**src/rtl/risc_fetch_stage.sv**
```systemverilog
// RiSC instruction-fetch stage: sync imem read port, credit-counted prefetch FIFO, valid/ready to decode.
// Optional HALT detection (fetch stops after an opcode-7 instruction) is enabled by FETCH_HALT_DETECT_EN.
module risc_fetch_stage #(
    parameter int                ADDR_W     = 8,
    parameter int                DATA_W     = 8,
    parameter int                FIFO_DEPTH = 2,
    parameter logic [ADDR_W-1:0] RESET_PC   = '0
) (
    input  logic              clk,
    input  logic              rst_n,
    output logic              imem_req,
    output logic [ADDR_W-1:0] imem_addr,
    input  logic [DATA_W-1:0] imem_rdata,
    input  logic              redirect_valid,
    input  logic [ADDR_W-1:0] redirect_pc,
    output logic              id_valid,
    output logic [DATA_W-1:0] id_inst,
    output logic [ADDR_W-1:0] id_pc,
    input  logic              id_ready,
    output logic              fetch_halted
);
    localparam int PTR_W = (FIFO_DEPTH > 1) ? $clog2(FIFO_DEPTH) : 1;
    localparam int CNT_W = PTR_W + 1;

    logic [ADDR_W-1:0] r_fetch_pc;
    logic [ADDR_W-1:0] r_req_pc;
    logic              r_run;
    logic              r_outstanding;
    logic              r_halted;
    logic [DATA_W-1:0] r_mem_inst [FIFO_DEPTH];
    logic [ADDR_W-1:0] r_mem_pc   [FIFO_DEPTH];
    logic [PTR_W-1:0]  r_wr_ptr;
    logic [PTR_W-1:0]  r_rd_ptr;
    logic [CNT_W-1:0]  r_count;
    logic [DATA_W-1:0] r_last_inst;
    logic [ADDR_W-1:0] r_last_pc;

    logic              w_pop;
    logic              w_push;
    logic              w_halt_hit;
    logic [CNT_W:0]    w_used;

    assign id_valid = (r_count != '0);
    assign id_inst  = id_valid ? r_mem_inst[r_rd_ptr] : r_last_inst;
    assign id_pc    = id_valid ? r_mem_pc[r_rd_ptr]   : r_last_pc;

    assign w_pop  = id_valid && id_ready;
    assign w_push = r_outstanding;

    // Credits: an entry leaving this cycle frees a slot for a request issued this cycle.
    assign w_used = {1'b0, r_count} + (CNT_W+1)'(r_outstanding) - (CNT_W+1)'(w_pop);

    assign imem_req  = r_run && !r_halted && !redirect_valid && (w_used < (CNT_W+1)'(FIFO_DEPTH));
    assign imem_addr = r_fetch_pc;

`ifdef FETCH_HALT_DETECT_EN
    assign w_halt_hit = w_push && (imem_rdata[7:4] == 4'd7);
`else
    assign w_halt_hit = 1'b0;
`endif

    assign fetch_halted = r_halted;

    always_ff @(posedge clk or negedge rst_n) begin
        if (!rst_n) begin
            r_run         <= 1'b0;
            r_fetch_pc    <= RESET_PC;
            r_req_pc      <= '0;
            r_outstanding <= 1'b0;
            r_halted      <= 1'b0;
            r_wr_ptr      <= '0;
            r_rd_ptr      <= '0;
            r_count       <= '0;
        end else begin
            r_run <= 1'b1;
            if (redirect_valid) begin
                r_fetch_pc    <= redirect_pc;
                r_outstanding <= 1'b0;
                r_halted      <= 1'b0;
                r_wr_ptr      <= '0;
                r_rd_ptr      <= '0;
                r_count       <= '0;
            end else begin
                if (w_push) r_wr_ptr <= r_wr_ptr + PTR_W'(1);
                if (w_pop)  r_rd_ptr <= r_rd_ptr + PTR_W'(1);
                r_count <= r_count + CNT_W'(w_push) - CNT_W'(w_pop);
                if (w_halt_hit) r_halted <= 1'b1;
                // The fetch issued alongside a HALT write is for the next PC and must be dropped.
                r_outstanding <= imem_req && !w_halt_hit;
                if (imem_req) begin
                    r_fetch_pc <= r_fetch_pc + ADDR_W'(1);
                    r_req_pc   <= r_fetch_pc;
                end
            end
        end
    end

    always_ff @(posedge clk or negedge rst_n) begin
        if (!rst_n) begin
            for (int i = 0; i < FIFO_DEPTH; i++) begin
                r_mem_inst[i] <= '0;
                r_mem_pc[i]   <= '0;
            end
        end else if (w_push && !redirect_valid) begin
            r_mem_inst[r_wr_ptr] <= imem_rdata;
            r_mem_pc[r_wr_ptr]   <= r_req_pc;
        end
    end

    // Last transferred head is kept so the decode outputs hold while the FIFO is empty.
    always_ff @(posedge clk or negedge rst_n) begin
        if (!rst_n) begin
            r_last_inst <= '0;
            r_last_pc   <= '0;
        end else if (w_pop) begin
            r_last_inst <= r_mem_inst[r_rd_ptr];
            r_last_pc   <= r_mem_pc[r_rd_ptr];
        end
    end

endmodule

```
**config.mk**
```make
export PLATFORM = sky130hd
export DESIGN_NAME = risc_fetch_stage
export DESIGN_NICKNAME = d
export VERILOG_FILES = /design/src/rtl/risc_fetch_stage.sv
export SDC_FILE = /design/constraint.sdc
export NUM_CORES = 1
export LEC_CHECK = 0
export BUFFER_PORTS_ARGS = -buffer_cell sky130_fd_sc_hd__buf_2
export CORE_MARGIN = 5
export CORE_UTILIZATION = 40
export DETAILED_ROUTE_END_ITERATION = 8
export HOLD_SLACK_MARGIN = 0.05
export SYNTH_ARGS = -nofsm -noshare
export SYNTH_HDL_FRONTEND = slang
export SYNTH_SLANG_ARGS = --single-unit
```
**constraint.sdc**
```tcl
create_clock -name clk -period 3 [get_ports clk]
set_input_delay 0.3 -clock clk [delete_from_list [all_inputs] [get_ports clk]]
set_output_delay 0.3 -clock clk [all_outputs]
set_load 0.03 [all_outputs]
```
==> metrics.md <==
| Metric | Value |
|---|---|
| Share of cells above drive strength 1 | `0.362` |
| Final Wtd Congestion | `0.723` |
| CP required | `2.70 ns` |
| Worst clock skew | `0.00782 ns` |
| Initial Util | `0.408` |
| H-tree levels | `3` |
| Worst Path Max Fanout | `2` |
| Layout Nets | `337` |
| Total grt overflow | `0` |
| Synth area leaders | `dfrtp_1, mux2_2, mux2i_1, nand2_1, o21ai_0` |
| LEAKAGE | `1.74 nW` |
| Int Pwr | `0.00238 W` |
| Setup Viol. Count Final | `0` |
| FP Rows | `32` |
| Crit Path Category | `register to output pin` |
| # port buffers | `45` |
| Syn_area_per_cell | `11.9 sq um` |
| Main synth FF type | `dfrtp_1` |
| Core Region | `0.00769 sq mm` |
| FF-to-FF End | `imem_addr[6]` |
| Worst ir drop on vdd | `0.000414 V` |
| Clk Latency, worst-skew pair | `0.34 ns` |
| Leading area contributor after synthesis | `dfrtp_1` |
| Initial antenna violation count | `0` |
| Syn nets | `287` |
| Sw Ratio | `0.403` |
| Drt via density | `5.03` |
| Ys async rst share | `1.00` |
| Most Crowded Layer GR | `met2` |
| CTS Root Cell | `clkbuf_8` |
| Largest net degree at the start of global routing | `71` |
| Routed wire per std cell | `14.8 um` |
| Reg power frac | `0.391` |
| Hpwl dp | `4.10 mm` |
| Seq cells post-synth | `70` |
| Vias in the first global route | `2152` |
| NetSw | `0.00160 W` |
| Num CTS Buffers | `9` |
| First-pass GRT wire length | `10.4 mm` |
| Worst hold path class | `input pin to asynchronous set/reset pin` |
| Slew margin rel. | `0.416` |
| Met3 usage | `0.0481` |
| CP arrival | `2.58 ns` |
| Antenna Cells | `0` |
| Final hold violation count | `0` |
| Register area share after synthesis | `0.558` |
| Fin cells | `420` |
| Startpoint types | `register` |
| Final period utilization | `0.960` |
| Dpl ws | `0.124 ns` |
| DRT antenna net count | `0` |
| Total GRT Usage | `0.135` |
| Run status | `complete, no violations` |
| Yosys warns | `0` |
| Cells after Synth | `263` |
| Combinational power share | `0.437` |
| Power per cell area | `1080 mW/mm^2` |
| Reg-to-Reg Start | `r_count[1]` |
| Max_cap viols | `0` |
| Die H | `98.6 um` |
| Unique masters post-synth | `35` |
| Max Freq | `347 MHz` |
| Final Core Density | `0.479` |
| R2R setup slack | `0.13 ns` |
| Die Wd | `98.6 um` |
| Fin worst setup slack | `0.120 ns` |
| Global routing met1 resource utilization | `0.176` |
| Fin crit period | `2.88 ns` |
| DRC violations left | `0` |
| Grt met2 use | `0.215` |
| CTS tree | `done` |
| DP Cell Count | `402` |
| Clk pin slew, worst setup/hold paths | `0.07 ns` |
| Ports | `47` |
| DR vias | `2114` |
| Post-synth EDFFs | `0` |
| Synth top area share | `0.558` |
| Reg2Reg Depth | `12` |
| Worst Tran Pin Value | `0.876 ns` |
| Initial drt markers | `51` |
| P&R area growth vs syn | `17.4%` |
| Drt total wl | `6.22 mm` |
| Worst setup EP type | `output pin` |
| Final Max Tran Viols | `0` |
| Mapped cell area | `0.00314 sq mm` |
| Die area | `0.00972 sq mm` |
| Pre-Repair DR Iteration Count | `4` |
| Longest Clk Path Bufs | `2` |
| Hold buffer count at CTS | `0` |
| Clock Power Share | `0.172` |
| CTS Sinks | `70` |
final cells by class:
type                       instances  area [sq um]
timing repair buffer              54           312
fill                             739          4000
clock buffer                      16           180
sequential                        70          1750
tap                              102           128
inverter                           8          30.0
multi-input combinational        170          1280
stage by stage:
stage	total power [W]	TNS (ns)	area (sq um)	hold WS, ns
3_3_place_gp	0.00327	0	3470	0.462
2_1_floorplan	0.00283	-0.00490	3150	0.00441
3_5_place_dp	0.00330	0	3470	0.471
6_report	0.00398	0	3680	0.153
5_1_grt	0.00427	-0.0248	3680	0.180
4_1_cts	0.00403	0	3680	0.155
how the worst max path moves through the flow:
stage,start,endpoint,cells past startpoint
global route,r_count[1],imem_req,11
global placement,r_count[0],imem_addr[1],11
floorplan,r_count[1],imem_addr[6],13
finish,r_count[1],imem_req,11
CTS,r_count[0],imem_req,11
detailed placement,r_count[0],imem_addr[1],11
kinds of logic after synthesis:
| kind of cell | synth area share |
|---|---|
| AOI/OAI and AO/OA | 0.0877 |
| muxes | 0.195 |
| adders and majority gates | 0.0183 |
| and+or+nand+nor | 0.0861 |
| xor gates and xnor gates | 0.0136 |
| buffers and inverters | 0.0391 |
| other | 0.00239 |
| DFF | 0.558 |
cells in the final DEF (no fill, tap or decap), drive strengths merged, types with 2 or more instances in the layout:
| master | count |
|---|---|
| nor2 | 18 |
| nand2 | 24 |
| inv | 7 |
| mux2i | 16 |
| ha | 3 |
| conb | 2 |
| nand3 | 6 |
| nor3b | 2 |
| nor2b | 2 |
| a21oi | 16 |
| clkbuf | 16 |
| dfrtp | 70 |
| a221o | 3 |
| and3 | 3 |
| o311ai | 4 |
| xor2 | 3 |
| buf | 54 |
| o211ai | 4 |
| mux2 | 40 |
| o21ai | 17 |
critical path, cell delays in order (launching register included):
cell and delay, ns:
dfrtp_1 0.37, or2_4 0.26, nand2_4 0.06, inv_1 0.04, ha_1 0.26, inv_1 0.04, ha_2 0.16, fa_1 0.52
and2b_2 0.24, nand3_4 0.10, inv_2 0.05, buf_6 0.13
synthesized netlist by cell type (all sizes together) (4+ instances only):
library cell	n
nand2	24
mux2i	16
nor2	18
dfrtp	70
buf	9
mux2	40
inv	7
o311ai	4
o211ai	4
nand3	6
a21oi	16
clkbuf	6
o21ai	17
sequential cells by signal, summed over array words and instances, names as in the netlist, 2 cells and up:
signal and cells:
r_mem_pc 16, r_req_pc 8, r_count 2, r_last_inst 8, imem_addr 8, r_last_pc 8, r_mem_inst 16
what timing repair did:
item	in CTS	in global routing
gates resized for setup	2	3
buffers inserted	2	0
setup endpoints to repair	1	10
pin swaps	0	4
power by group through the flow:
stage                     clock network (W)  logic, W  registers, W
final                              0.000685   0.00174       0.00156
after global placement                    0   0.00170       0.00157
after global routing               0.000744   0.00192       0.00161
after detailed placement                  0   0.00172       0.00158
after CTS                          0.000707   0.00176       0.00157
after floorplan                           0   0.00131       0.00153
metal layers:
layer  share of wire  vias up
met2            0.48       51
met1            0.46     1042
li1                -     1014
met5               0        -
met4           0.011        0
met3           0.052        7
Power figures use the tool's default switching activity.
